### config.mk
export PLATFORM = sky130hd
export DESIGN_NAME = aes_fifo_sequencer
export DESIGN_NICKNAME = d
export VERILOG_FILES = /design/src/rtl/aes_fifo_sequencer.sv
export SDC_FILE = /design/constraint.sdc
export NUM_CORES = 1
export LEC_CHECK = 0
export BUFFER_PORTS_ARGS = -buffer_cell sky130_fd_sc_hd__buf_4
export CAP_MARGIN = 40
export CORE_UTILIZATION = 44
export CTS_CLUSTER_SIZE = 40
export DETAILED_ROUTE_END_ITERATION = 10
export GPL_ROUTABILITY_DRIVEN = 0
export PLACE_DENSITY = 0.8
export SLEW_MARGIN = 20
export SYNTH_ARGS = -nofsm -noshare
export SYNTH_HDL_FRONTEND = slang
export SYNTH_SLANG_ARGS = --single-unit
### constraint.sdc
create_clock -name s00_axi_aclk -period 6.55 [get_ports s00_axi_aclk]
set_input_delay 0.655 -clock s00_axi_aclk [delete_from_list [all_inputs] [get_ports s00_axi_aclk]]
set_output_delay 0.655 -clock s00_axi_aclk [all_outputs]
set_load 0.01 [all_outputs]
### src/rtl/aes_fifo_sequencer.sv
// aes_fifo_sequencer: moves 4-word blocks from the input FIFO through
// the AES core into the output FIFO, with a WAIT watchdog.
module aes_fifo_sequencer #(
  parameter int DATA_W  = 32,
  parameter int TIMEOUT = 1023
) (
  input  logic                  s00_axi_aclk,
  input  logic                  s00_axi_aresetn,
  input  logic                  enable,
  input  logic                  key_valid,
  input  logic                  err_clr,
  input  logic                  in_empty,
  output logic                  in_rd_en,
  input  logic [DATA_W-1:0]     in_rd_data,
  input  logic                  out_full,
  output logic                  out_wr_en,
  output logic [DATA_W-1:0]     out_wr_data,
  output logic                  aes_start,
  output logic [4*DATA_W-1:0]   aes_block_in,
  input  logic                  aes_done,
  input  logic [4*DATA_W-1:0]   aes_block_out,
  output logic                  busy,
  output logic                  error,
  output logic [15:0]           blk_count
);

  localparam int CW = $clog2(TIMEOUT + 1);

  typedef enum logic [2:0] {
    IDLE,
    LOAD,
    START,
    WAIT,
    STORE,
    ERR
  } state_t;

  state_t              st;
  state_t              nxt;
  logic [1:0]          widx;
  logic [1:0]          wsel;
  logic [CW-1:0]       wcnt;
  logic [4*DATA_W-1:0] blk;
  logic [4*DATA_W-1:0] res;
  logic                tmo;

  // word 0 lives in the top slice of both block registers
  assign wsel = 2'd3 - widx;
  assign tmo  = (wcnt == CW'(TIMEOUT));

  assign aes_block_in = blk;
  assign out_wr_data  = res[int'(wsel)*DATA_W +: DATA_W];
  assign busy         = (st != IDLE) && (st != ERR);
  assign error        = (st == ERR);

  // state register
  always_ff @(posedge s00_axi_aclk or negedge s00_axi_aresetn) begin
    if (!s00_axi_aresetn) st <= IDLE;
    else                  st <= nxt;
  end

  // next state and FIFO/core strobes
  always_comb begin
    nxt       = st;
    in_rd_en  = 1'b0;
    out_wr_en = 1'b0;
    aes_start = 1'b0;
    unique case (st)
      IDLE: begin
        if (enable && key_valid && !in_empty) nxt = LOAD;
      end
      LOAD: begin
        in_rd_en = !in_empty;
        if (!in_empty && widx == 2'd3) nxt = START;
      end
      START: begin
        aes_start = 1'b1;
        nxt       = WAIT;
      end
      WAIT: begin
        if (aes_done) nxt = STORE;
        else if (tmo) nxt = ERR;
      end
      STORE: begin
        out_wr_en = !out_full;
        if (!out_full && widx == 2'd3) nxt = IDLE;
      end
      ERR: begin
        if (err_clr) nxt = IDLE;
      end
      default: nxt = IDLE;
    endcase
  end

  // word index, watchdog, block/result registers and block counter
  always_ff @(posedge s00_axi_aclk or negedge s00_axi_aresetn) begin
    if (!s00_axi_aresetn) begin
      widx      <= 2'd0;
      wcnt      <= '0;
      blk       <= '0;
      res       <= '0;
      blk_count <= 16'd0;
    end else begin
      if (st == IDLE && nxt == LOAD) widx <= 2'd0;
      if (in_rd_en) begin
        blk[int'(wsel)*DATA_W +: DATA_W] <= in_rd_data;
        widx <= widx + 2'd1;
      end
      if (aes_start) wcnt <= '0;
      if (st == WAIT) begin
        if (aes_done) begin
          res  <= aes_block_out;
          widx <= 2'd0;
        end else begin
          wcnt <= wcnt + CW'(1);
        end
      end
      if (out_wr_en) begin
        widx <= widx + 2'd1;
        if (widx == 2'd3) blk_count <= blk_count + 16'd1;
      end
    end
  end

endmodule
==> impl_metrics.toml, run 1 <==
[logic_synthesis]
synth_compound_area_frac = 0.0657
syn_inst = 1023
synth_commonest_cells = "287 x dfrtp_1, 271 x nand2_1, 131 x o21ai_0"
synth_top_family_by_area = "multiplexers"
avgSynthCellArea_sq_um = 11.8
synth_seq_cells = 287
yosysWarnings = 0
syn_nets = 1197
synth_ff_type = "dfrtp_1"
synthSimpleGateAreaFrac = 0.117
synth.top_cell.area_share = 0.594
yosys-top-cells-area = "dfrtp_1 59%, mux2_2 12%, nand2_1 8.4%, mux4_2 6.0%, o21ai_0 5.4%"
netlist_area_sq_um = 12100
ys_seq_area_frac = 0.594
async_flop_share = 1.00
synth.area.mux_share = 0.181
yosysUniqueCellTypes = 42
synth_xor_area_frac = 0.0123
synth_fa_ha_area_frac = 0.00621
yosysTopAreaCell = "dfrtp_1"
synth_edf_count = 0
yosysMostFrequentCell = "dfrtp_1"

[grt]
met2_usage = 0.378
grt-ovfl-total = 0
grt_pass1_wl_mm = 50.1
grtUsageTotal = 0.225
use_met3 = 0.0701
antenna_found_initial = 0
grt_max_degree = 167
busiest_layer = "met2"
gr-usage-met1 = 0.279
first_global_vias = 9225

[routing]
num_vias = 9104
avgViaCountPerCell = 5.30
finalWirelength_mm = 31.7
drc_errors = 0
drt_pass1_iterations = 5
dr.first_iter.drc_count = 701
ant_nets = 0
wl_per_cell_microns = 18.5

[finish]
register_area_sq_um = 7180
drive_gt1_frac = 0.427
fin_nets = 1527
n_antenna_cell = 0
multiInputGateArea_sq_um = 4670
syn_to_final_growth_pct = 33.4
n_fill_cell = 2165
final_area_sq_um = 16100
final_util = 0.598

[clock_network]
htreeDepth = 1
ctsHoldBuffers = 0
clk_pin_slew_worst_paths_ns = 0.06
numCtsBuffers = 30
post_cts_buffers = 0
clockBufferDepth = 3
cts_resized = 0
clk_latency_ns = 0.54
ctsRootBufferMaster = "clkbuf_16"
cts_tree = "built"
clock-sinks = 287

[worst_setup_path]
critPathTopFamily = "buffers and inverters"
cp_num_buf_inv = 2
end_kind = "primary output"
cp_cell_sequence = "buf_4 -> mux4_2 -> buf_4"
crit_required_ns = 5.89
critPathSlowestCell = "mux4_2"
path_max_fanout = 35
crit_arrival_ns = 2.44
crit_path_max_incr_delay_ns = 0.65
start_kind = "register"
crit_top_cell = "buf_4"
worstSetupPathType = "register to primary output"

[floorplanning]
die-area_sq_um = 28100
io_pins = 349
num_rows = 60
die_x_microns = 168
fp.coreArea_sq_um = 27000
start_util = 0.449
die_h_microns = 168

[pwr]
power.density_nw_per_um2 = 465
ir_drop_uv = 303
total_power_mw = 7.50
power.leakage_nw = 7.73

[sta]
relSlewSlack = 0.352
finalMaxSlewViolations = 0
finalHoldViolCount = 0
tightest_slew_ns = 0.971
finalSetupTns_ns = 0
finClkSkew_ns = 0.00605
period_share = 0.473
fmax_ghz = 0.323
finalCriticalPeriod_ns = 3.10
rsz0062_at_grt = "no"
setup_violations = 0

[placement]
portBuffers = 348
placedInstanceArea_sq_um = 15100
place_hpwl_mm = 22.2

[flow_run]
maxCapViolCount = 0

[status]
outcome = "finished, final reports clean"

[worst_hold_path]
hp-class = "input port to asynchronous set/reset pin"
==> worst register-to-register path, cell delays in order (launching register included) <==
cell,delay [ns]
dfrtp_1,0.55
nor2b_1,0.40
nand3_4,0.54
buf_4,0.52
buf_16,0.27
mux2_2,0.35
==> flip-flops by register name, indices dropped and copies added (netlist names) <==
register	cells
aes_block_in	128
blk_count	16
res	128
st	3
wcnt	10
widx	2
==> per-stage QoR <==
step	cells	hold slack (ns)	setup WS [ns]
2_1_floorplan	1023	0.359	4.22
3_3_place_gp	1656	0.463	3.75
3_5_place_dp	1662	0.467	3.82
4_1_cts	1717	0.194	3.37
5_1_grt	1717	0.233	3.31
6_report	1717	0.127	3.45
==> where the power goes <==
| part | internal (mW) | total, mW | switching, mW |
|---|---|---|---|
| logic | 1.50 | 2.90 | 1.40 |
| registers | 2.46 | 2.89 | 0.428 |
| clock network | 1.03 | 1.71 | 0.679 |
| total | 4.99 | 7.50 | 2.51 |
==> logic make-up (layout without fill, tap and decap cells) <==
family,after synthesis,in the layout
multiplexers,163,163
AND/OR/NAND/NOR,332,332
AO/OA/AOI/OAI,149,149
XOR/XNOR,17,17
flip-flops,287,287
adder cells (fa/ha/maj),6,6
buffers and inverters,69,422
==> layout make-up <==
| cell class | instances | area share |
|---|---|---|
| tap | 341 | 0.0265 |
| sequential | 287 | 0.446 |
| clock inverter | 7 | 0.00551 |
| timing repair buffer | 361 | 0.174 |
| clock buffer | 48 | 0.0570 |
| multi-input combinational | 667 | 0.290 |
| inverter | 6 | 0.00140 |
==> cells in the final DEF, fill, tap and decap left out, types with 2 or more instances in the layout <==
cell type / instances
nor2_1: 9
clkinv_2: 4
ha_1: 6
clkbuf_1: 9
nor3b_2: 2
buf_4: 353
nor2b_1: 2
nand4_1: 9
a22oi_1: 2
nand2_2: 4
xnor2_1: 9
o211ai_1: 5
nand2_1: 267
and3_1: 4
clkbuf_16: 31
o21ai_0: 131
xor2_1: 8
a21o_1: 2
mux2_2: 130
o31ai_1: 5
clkbuf_8: 8
a22o_1: 2
nand3_1: 14
buf_12: 6
dfrtp_2: 2
dfrtp_1: 285
mux4_2: 32
bufinv_16: 2
inv_1: 5
nor3_1: 4
==> path summary, 6_finish.rpt <==
path	from	cells past startpoint	slack (ns)	endpoint
max	widx[0]	3	3.45	out_wr_data[26]
min	s00_axi_aresetn	1	0.13	aes_block_in[59]
max reg2reg	st[0]	5	3.80	res[63]
min reg2reg	aes_block_in[4]	2	0.48	aes_block_in[4]
max in group asynchronous	s00_axi_aresetn	2	4.92	res[8]
min in group s00_axi_aclk	aes_block_out[79]	2	0.34	res[79]
==> metal layers <==
| layer | vias up | wire (microns) |
|---|---|---|
| met5 | - | 0 |
| met4 | 0 | 932 |
| met3 | 67 | 3030 |
| met2 | 398 | 15300 |
| met1 | 4449 | 12500 |
| li1 | 4190 | - |
Note: power is estimated with default switching activity, not from simulation.
==> run 2, diff against run 1 <==
Settings changed: PLACE_DENSITY 0.8 to 0.83.
Clock period 6.55 ns to 2.8 ns, I/O delays scaled along.
==> impl_metrics.toml, run 2 (synthesis results as in run 1) <==
[status]
outcome = "finished, final reports clean"

[worst_setup_path]
path_max_fanout = 36
worstSetupPathType = "register to primary output"
crit_required_ns = 2.52
r2r-end = "aes_block_in[114]"
cp_cell_sequence = "buf_12 -> mux4_2 -> buf_4"
reg2reg_depth = 4
crit_path_max_incr_delay_ns = 0.58
reg2reg_slack_ns = 0.49
start_kind = "register"
reg2reg_from = "st[1]"
end_kind = "primary output"
crit_arrival_ns = 2.09
critPathSlowestCell = "mux4_2"

[routing]
finalWirelength_mm = 37.9
wl_per_cell_microns = 20.0
num_vias = 10200
ant_nets = 0
dr.first_iter.drc_count = 796
drc_errors = 0
avgViaCountPerCell = 5.38
drt_pass1_iterations = 5

[clock_network]
numCtsBuffers = 30
post_cts_buffers = 0
clk_pin_slew_worst_paths_ns = 0.06
cts_tree = "built"
htreeDepth = 1
clk_latency_ns = 0.55
ctsRootBufferMaster = "clkbuf_16"
cts_resized = 0
clockBufferDepth = 3
clock-sinks = 287

[floorplanning]
die_x_microns = 168
die-area_sq_um = 28100
fp.coreArea_sq_um = 27000
die_h_microns = 168
num_rows = 60
start_util = 0.449
io_pins = 349

[grt]
antenna_found_initial = 2
grt_pass1_wl_mm = 59.6
first_global_vias = 10900
grt-ovfl-total = 0
grt_max_degree = 92
grtUsageTotal = 0.270

[pwr]
pwr-share-clk = 0.220
switching_power_mw = 6.33
ir_drop_uv = 699
p_sw_frac = 0.350
pwr-share-comb = 0.398
intPower_mw = 11.7
power.leakage_nw = 8.44
pwr-share-seq = 0.383
power.density_nw_per_um2 = 1010

[placement]
placedInstanceArea_sq_um = 15200
dp_slack_ns = 0.532
place_hpwl_mm = 23.4
portBuffers = 348

[finish]
final_util = 0.660
layout_common_cells = "364 x buf_4, 285 x dfrtp_1, 267 x nand2_1"
layout_commonest_cell = "buf_4"
syn_to_final_growth_pct = 47.2
fin_nets = 1698
drive_gt1_frac = 0.390
final_area_sq_um = 17800

[worst_hold_path]
hold_depth = 2
holdCritStartpoint = "aes_done"
hold_end = "st[2]"
hp-class = "input port to register"

[sta]
period_share = 0.848
fmax_ghz = 0.421
tightest_slew_ns = 0.751
finClkSkew_ns = 0.0151
rsz0062_at_grt = "no"
setup_ws_ns = 0.427
worst_hold_slack_ns = 0.0393
finalHoldViolCount = 0
finalSetupTns_ns = 0
setup_violations = 0
finalCriticalPeriod_ns = 2.37
finalMaxSlewViolations = 0
relSlewSlack = 0.499

[flow_run]
maxCapViolCount = 0
==> run 2: cell types whose count changed in the layout (fill, tap and decap cells not counted), sizes merged <==
cell         delta
dlygate4sd3   +159
buf            +12
clkbuf          -4
clkinv          +3
diode           +2
bufinv          -1
clkinvlp        +1
inv             +1
==> run 2: metrics by stage <==
stage	total power, mW	instances
2_1_floorplan	10.3	1023
3_3_place_gp	13.3	1674
3_5_place_dp	13.7	1674
4_1_cts	17.8	1888
5_1_grt	18.9	1890
6_report	18.1	1890
==> run 2: critical path, delay by kind of cell, from the launching register on <==
kind | cells | cell delay [ns]
DFF | 1 | 0.45
buffers and inverters | 2 | 0.48
muxes | 1 | 0.58
==> run 2: how the worst max path moves through the flow <==
stage	start	end	slack [ns]	cells past startpoint
3_3_place_gp	st[1]	aes_block_in[119]	0.65	5
3_5_place_dp	st[1]	aes_block_in[115]	0.53	5
6_report	widx[0]	out_wr_data[9]	0.43	3
2_1_floorplan	widx[1]	aes_block_in[34]	0.47	8
5_1_grt	st[1]	aes_block_in[114]	0.33	4
4_1_cts	widx[0]	out_wr_data[14]	0.40	3
==> run 2: metal layers <==
| layer | track usage | part of all wire | vias to the layer above | wire (microns) |
|---|---|---|---|---|
| met5 | 0 | 0 | - | 0 |
| met4 | 0.131 | 0.046 | 0 | 1730 |
| met3 | 0.0639 | 0.073 | 109 | 2780 |
| met2 | 0.458 | 0.50 | 519 | 18800 |
| met1 | 0.325 | 0.38 | 5003 | 14500 |
| li1 | - | - | 4532 | - |
==> run 2: power by group through the flow <==
stage	clock network [mW]	logic, mW	registers [mW]
3_5_place_dp	0	6.82	6.84
5_1_grt	4.19	7.71	7.04
4_1_cts	4.02	7.05	6.77
3_3_place_gp	0	6.59	6.74
2_1_floorplan	0	3.53	6.75
6_report	3.96	7.18	6.91
==> run 2: cell type report <==
class	instances	area, sq um
Fill cell	1825	9160
Clock buffer	44	895
Clock inverter	11	90.1
Timing Repair Buffer	532	4500
Multi-Input combinational cell	667	4670
Inverter	6	22.5
Tap cell	341	427
Sequential cell	287	7180
Antenna cell	2	5.00
==> run 2: what timing repair did <==
item / 4_1_cts / 5_1_grt
hold endpoints to repair: 292 / 0
hold buffers: 159 / 0
setup endpoints to repair: 0 / 0
